--- config.mk ---
export PLATFORM = sky130hd
export DESIGN_NAME = ram_arbiter
export DESIGN_NICKNAME = d
export VERILOG_FILES = /design/src/rtl/ram_arbiter.sv
export SDC_FILE = /design/constraint.sdc
export NUM_CORES = 1
export LEC_CHECK = 0
export ABC_AREA = 0
export CORE_AREA = 4 4 102 104
export DETAILED_ROUTE_END_ITERATION = 8
export DIE_AREA = 0 0 106 108
export GPL_TIMING_DRIVEN = 0
export PLACE_DENSITY = 0.64
export SYNTH_ARGS = -nofsm -noshare
export SYNTH_HDL_FRONTEND = slang
export SYNTH_SLANG_ARGS = --single-unit
--- constraint.sdc ---
create_clock -name clk -period 3.85 [get_ports clk]
set_input_delay 0.77 -clock clk [delete_from_list [all_inputs] [get_ports clk]]
set_output_delay 0.77 -clock clk [all_outputs]
set_load 0.02 [all_outputs]
--- src/rtl/ram_arbiter.sv ---
// Data-first arbiter sharing one single-port word RAM between instruction fetch
// and load/store, with a fetch starvation guard and address legality filtering.
package rv32i_pkg;
    typedef enum logic [1:0] {
        MEM_NONE  = 2'd0,
        MEM_LOAD  = 2'd1,
        MEM_STORE = 2'd2
    } mem_op_e;
endpackage

module ram_arbiter
    import rv32i_pkg::*;
#(
    parameter int unsigned RAM_WORDS      = 1024,
    parameter int unsigned MAX_DATA_BURST = 4
) (
    input  logic        clk,
    input  logic        rst_n,

    input  logic        if_req_valid,
    output logic        if_req_ready,
    input  logic [31:0] if_addr,
    output logic        if_resp_valid,
    output logic [31:0] if_rdata,
    output logic        if_err,

    input  logic        d_req_valid,
    output logic        d_req_ready,
    input  logic [31:0] d_addr,
    input  logic [31:0] d_wdata,
    input  logic        d_we,
    output logic        d_resp_valid,
    output logic [31:0] d_rdata,
    output logic        d_err,

    output logic [31:0] ram_addr,
    output logic [31:0] ram_wdata,
    output mem_op_e     ram_mem_op,
    input  logic [31:0] ram_rdata
);

    typedef enum logic [1:0] {
        OWN_NONE = 2'd0,
        OWN_IF   = 2'd1,
        OWN_D    = 2'd2
    } owner_e;

    localparam logic [3:0]  BURST_MAX  = 4'(MAX_DATA_BURST);
    localparam logic [32:0] ADDR_LIMIT = 33'(RAM_WORDS) << 2;

    function automatic logic addr_legal(input logic [31:0] addr);
        return (addr[1:0] == 2'b00) && ({1'b0, addr} < ADDR_LIMIT);
    endfunction

    logic [3:0]  streak;
    logic        burst_full;
    logic        grant_if_p0;
    logic        grant_d_p0;
    logic        any_grant_p0;
    logic [31:0] gnt_addr_p0;
    logic        legal_p0;
    owner_e      resp_owner_p1;
    logic        resp_err_p1;

    // Stage p0: combinational grant and RAM issue
    assign burst_full   = (streak == BURST_MAX);
    assign grant_if_p0  = rst_n & if_req_valid & (~d_req_valid | burst_full);
    assign grant_d_p0   = rst_n & d_req_valid & ~(if_req_valid & burst_full);
    assign any_grant_p0 = grant_if_p0 | grant_d_p0;
    assign gnt_addr_p0  = grant_if_p0 ? if_addr : d_addr;
    assign legal_p0     = addr_legal(gnt_addr_p0);

    assign if_req_ready = grant_if_p0;
    assign d_req_ready  = grant_d_p0;

    always_comb begin
        ram_mem_op = MEM_NONE;
        ram_addr   = '0;
        ram_wdata  = '0;
        if (any_grant_p0 && legal_p0) begin
            ram_addr   = gnt_addr_p0;
            ram_wdata  = d_wdata;
            ram_mem_op = (grant_d_p0 && d_we) ? MEM_STORE : MEM_LOAD;
        end
    end

    // Streak is held on idle cycles so a paused data burst still counts against fetch.
    always_ff @(posedge clk or negedge rst_n) begin
        if (!rst_n) begin
            streak <= '0;
        end else if (grant_if_p0) begin
            streak <= '0;
        end else if (grant_d_p0 && !burst_full) begin
            streak <= streak + 4'd1;
        end
    end

    // Stage p1: response ownership, aligned with the RAM's registered read data
    always_ff @(posedge clk or negedge rst_n) begin
        if (!rst_n) begin
            resp_owner_p1 <= OWN_NONE;
            resp_err_p1   <= 1'b0;
        end else begin
            resp_owner_p1 <= grant_if_p0 ? OWN_IF : (grant_d_p0 ? OWN_D : OWN_NONE);
            resp_err_p1   <= any_grant_p0 & ~legal_p0;
        end
    end

    always_comb begin
        if_resp_valid = (resp_owner_p1 == OWN_IF);
        d_resp_valid  = (resp_owner_p1 == OWN_D);
        if_err        = if_resp_valid & resp_err_p1;
        d_err         = d_resp_valid & resp_err_p1;
        if_rdata      = (if_resp_valid && !resp_err_p1) ? ram_rdata : '0;
        d_rdata       = (d_resp_valid && !resp_err_p1) ? ram_rdata : '0;
    end

endmodule

==> metrics.txt, run 1 <==
ys flop type=dfrtp_1; largest net degree at the start of global routing=11; initial antenna violation count=0; kind of end point of the critical path=output pin; Max rail drop VDD=0.0862 mV; synthesized instance count=263; Power Total=0.642 mW; DR WL/cell=14.4 um; dpl ws=-360 ps; vias in the first global route=2816; Port Buf Inserts=246; status=completed; fin crit share=0.976; Num CTS Buffers=3; post-synthesis xor/xnor area fraction=0; ys async rst share=1.00; Clock Tree Buf Depth=2; metal2 WL=4890 um; CP bufs+invs=3; # IOs=269; post-cts sizing count=49; power per cell area=142 mW/mm2; Post-Synth Simple-Gate Area=0.466; main combinational cell family by area after synthesis=simple AND/OR/NAND/NOR gates; global-route wire length before repair=14100 um; Cell Rows=36; top sig layer=met4; CP top delay family=buffers and inverters; Post-synth top cells=and2_1 (67), nand2_1 (36), a21oi_2 (30); setup ws final=91.2 ps; Psw=0.231 mW; clk_lat worst skew=230 ps; clock sink count=7; area occupied by multi-input gates=0.00143 mm2; clock power share=0.160; final cell count without fillers=667; max cap viols=0; htree depth=1; Rel. slew slack=0.664; final core utilization=0.475; Layout fillers=1001; HP Class=in -> async; count leader, synth=and2_1; RSZ-0062 raised after global routing=no; die width=106 um; Initial Util=0.191; leakage=1.94 nW; Max Slew Vio Count=0; largest cells by area after synthesis=and2_1 (23%), a21oi_2 (14%), dfrtp_1 (9.6%); CP Launch Type=input pin; Final setup viols=0; Total GRT Usage=0.150; cell-internal power=0.411 mW; net count reported at finish=670; hold buffers post-CTS=0; postcts setup bufs=0; CP cell instances=clkdlybuf4s50_1, or4_4, a2111oi_4, nand2_4, buf_6, a21oi_2, dlygate4sd2_1; worst endpoint data arrival time=2990 ps; CP peak stage delay=550 ps; RR Endpoint=resp_err_p1; mux cell area share after synthesis=0.00550; drt total wl=9600 um; Synth area leader=and2_1; CP Class=in -> out; routability cong.=0.815; maximum fanout along the worst path=10; worst reg2reg startpoint=streak[0]; setup slack, reg-to-reg=1980 ps; met1 wire length=3560 um; mapped cell area=0.00182 mm2; register area=175 um2; grt ovf=0; number of synthesized flops with an enable pin=0; Worst-Margin Slew=498 ps; synth warn=0; share of cells above drive strength 1=0.139; DR iter-0 viols=100; CTS tree=yes; hpwl dp=8710 um; Clock Skew=2.14 ps; setup tns final=0 ps; sequential share of power=0.183; Worst R2R Path Depth=6; register area share after synthesis=0.0963; Via density=4.19; clk slew on worst S/H paths=40 ps; register bit total from synthesis=7; Adder-Cell Fraction of Synth Area=0.0138; Final Hold Fails=0; Yosys top cell area share=0.230; switching share of power=0.359; core box area=0.00955 mm2; Synth Area per Inst=6.92 um2; Die H=108 um; n_diodes=0; met3 wire length=959 um; Synth Area in Compound Gates=0.248; synth-to-layout area growth=149%; DP Cell Count=663; fmax=266 MHz; library cells used by synthesis=38; area of the die=0.0114 mm2; DRC=0; fin crit period=3760 ps; First-pass DRT Iterations=4; worst endpoint required time=3080 ps; Comb power frac=0.656; Root Buffer=clkbuf_8; via count=2798; Worst path depth=7; CP max stage cell=or4_4; Antenna Nets Post-Route=0
per-stage QoR:
step	instance area (um2)	hold slack (ps)
after global routing	4530	573
after detailed placement	4530	550
after global placement	4530	519
final	4530	553
after CTS	4530	561
after floorplan	1900	474
registers in the layout, indices dropped and copies added, names as in the netlist:
signal,flops
resp_err_p1,1
streak,4
resp_owner_p1,2
worst reg2reg max path: stages, from the launching register on:
cell	delay, ps
dfrtp_1	410
inv_1	80
ha_1	140
nand3b_1	200
a2111oi_4	510
nand2_4	160
and3_2	240
area by class of cell:
type / count / area share
repair buffers: 246 / 0.531
multi-input cells: 229 / 0.315
plain buffers: 44 / 0.0654
flip-flops and latches: 7 / 0.0387
well taps: 133 / 0.0367
clock buffers: 4 / 0.00994
inverters: 4 / 0.00331
per-layer routing:
layer	vias up	GRT usage
met1	1215	0.167
met2	177	0.286
li1	1393	-
met3	13	0.0352
met5	-	0
met4	0	0.0416
cells in the final DEF (no fill, tap or decap), types with 2 or more instances in the layout:
master and count:
buf_2 4, inv_1 4, dlygate4sd2_1 45, o211a_1 2, and4_1 2, clkbuf_8 3, conb_1 22, clkbuf_1 10
buf_6 4, ha_1 2, buf_4 24, and2_1 67, a22o_1 2, nand3_1 11, nand2_1 36, dfrtp_1 7
nand4_1 10, a21oi_2 30, a21oi_1 12, clkdlybuf4s50_1 201, a21o_1 2, o21ai_0 3, nor4_1 8, nor2b_1 4
kinds of logic (layout without fill, tap and decap cells):
| kind of cell | count (synthesis) | count (layout) |
|---|---|---|
| multiplexers | 1 | 1 |
| adder cells (fa/ha/maj) | 2 | 2 |
| AND/OR/NAND/NOR | 149 | 149 |
| flip-flops | 7 | 7 |
| buffers and inverters | 48 | 298 |
| other | 1 | 22 |
| AO/OA/AOI/OAI | 55 | 55 |
power by group through the flow:
stage,Combinational (mW),Clock (mW),Sequential (mW)
6_report,0.421,0.103,0.118
3_5_place_dp,0.424,0,0.119
4_1_cts,0.426,0.105,0.118
2_1_floorplan,0.194,0,0.112
5_1_grt,0.459,0.108,0.123
3_3_place_gp,0.416,0,0.116
how the worst max path moves through the flow:
stage	from	slack [ps]	endpoint
floorplan	if_addr[26]	790	ram_addr[10]
global placement	rst_n	-330	ram_wdata[13]
detailed placement	rst_n	-360	ram_wdata[27]
CTS	if_addr[26]	80	ram_wdata[2]
global route	if_addr[26]	20	ram_wdata[23]
finish	if_addr[26]	90	ram_wdata[13]
(Power assumes the default switching activity.)
==> inputs of run 2 (changes only) <==
--- a/config.mk
+++ b/config.mk
@@ -6,11 +6,11 @@
 export NUM_CORES = 1
 export LEC_CHECK = 0
 export ABC_AREA = 0
-export CORE_AREA = 4 4 102 104
+export CORE_AREA = 4 4 103 105
 export DETAILED_ROUTE_END_ITERATION = 8
-export DIE_AREA = 0 0 106 108
+export DIE_AREA = 0 0 107 109
 export GPL_TIMING_DRIVEN = 0
-export PLACE_DENSITY = 0.64
+export PLACE_DENSITY = 0.63
 export SYNTH_ARGS = -nofsm -noshare
 export SYNTH_HDL_FRONTEND = slang
 export SYNTH_SLANG_ARGS = --single-unit
==> metrics.txt, run 2 (same netlist as run 1, synthesis figures left out) <==
die width=107 um; clk slew on worst S/H paths=40 ps; CP peak stage delay=550 ps; commonest non-fill, non-tap cell in the layout=clkdlybuf4s50_1; most frequent cells in the layout=clkdlybuf4s50_1 (201), and2_1 (67), dlygate4sd2_1 (45); RSZ-0062 raised after global routing=no; Final setup viols=0; via count=2818; setup slack, reg-to-reg=2030 ps; Max Slew Vio Count=0; DRC=0; DR WL/cell=14.5 um; n_diodes=0; DP Cell Count=663; kind of end point of the critical path=output pin; vias in the first global route=2797; Largest register FFs=4; setup tns final=0 ps; Top Registers=streak (4), resp_owner_p1 (2), resp_err_p1 (1); Final Hold Fails=0; CP Launch Type=input pin; status=completed; hold buffers post-CTS=0; Power Total=0.640 mW; maximum fanout along the worst path=10; final core utilization=0.472; fmax=268 MHz; First-pass DRT Iterations=4; Root Buffer=clkbuf_8; largest net degree at the start of global routing=11; CTS tree=yes; Antenna Nets Post-Route=0; fin crit share=0.971; Die H=109 um; fin crit period=3740 ps; CP max stage cell=or4_4; final cell count without fillers=669; synth-to-layout area growth=150%; global-route wire length before repair=13900 um; routability cong.=0.777; leakage=1.95 nW; worst endpoint required time=3080 ps; Initial Util=0.189; clock sink count=7; Clock Tree Buf Depth=2; core box area=0.00964 mm2; clk_lat worst skew=220 ps; grt ovf=0; area of the die=0.0117 mm2; HP Class=reg -> reg; CP cell instances=clkdlybuf4s50_1, or4_4, a2111oi_4, buf_6, nand3_1, a21oi_1, dlygate4sd2_1; max cap viols=0; htree depth=1; Max rail drop VDD=0.0919 mV; power per cell area=141 mW/mm2; net count reported at finish=672; CP Class=in -> out; Clock Skew=2.26 ps; Cell Rows=36; worst endpoint data arrival time=2970 ps; drt total wl=9730 um; Num CTS Buffers=3; hpwl dp=8850 um; # IOs=269; DR iter-0 viols=107; Top reg by flops=streak; Via density=4.21; initial antenna violation count=1; share of cells above drive strength 1=0.142; Total GRT Usage=0.148; Port Buf Inserts=246
## run 2: power breakdown
| group | leakage, nW | switching [mW] | internal [mW] |
|---|---|---|---|
| clock network | 0.0228 | 0.0294 | 0.0714 |
| logic | 1.83 | 0.178 | 0.244 |
| registers | 0.0899 | 0.0220 | 0.0955 |
## run 2: layout make-up
class,instances,area [um2]
Buffer,44,297
Fill cell,1010,5090
Sequential cell,7,175
Timing Repair Buffer,248,2420
Multi-Input combinational cell,229,1430
Inverter,4,15.0
Clock buffer,4,45.0
Tap cell,133,166
## run 2: what timing repair did
action	4_1_cts	5_1_grt
gates resized for setup	49	0
setup buffers	2	0
hold endpoints to repair	0	0
setup endpoints to repair	45	0
## run 2: path summary, 6_finish.rpt
path,start,endpoint,cells past startpoint
worst min-delay path,streak[0],streak[0],1
max in group asynchronous,rst_n,streak[2],1
worst max-delay path,if_addr[26],ram_addr[2],7
worst max register to register,streak[0],resp_err_p1,6
worst min register to register,streak[0],streak[0],1
min in group asynchronous,rst_n,streak[1],1
## run 2: routing by layer
| metal | track usage | part of all wire | vias up |
|---|---|---|---|
| met5 | 0 | 0.0013 | - |
| met1 | 0.140 | 0.33 | 1232 |
| met3 | 0.0568 | 0.13 | 14 |
| met2 | 0.302 | 0.53 | 176 |
| li1 | - | - | 1394 |
| met4 | 0.0292 | 0.011 | 2 |
## run 2: metrics by stage
step	hold WS (ps)	cell area (um2)	setup slack, ps
after floorplan	474	1900	790
after global placement	526	4530	-353
after detailed placement	534	4530	-391
after CTS	544	4550	110
after global routing	582	4550	39.6
final	537	4550	112
## run 2: critical path, delay by kind of cell
| family | cells | cell delay [ps] |
|---|---|---|
| compound gates | 2 | 580 |
| buf+inv | 3 | 990 |
| simple gates | 2 | 630 |
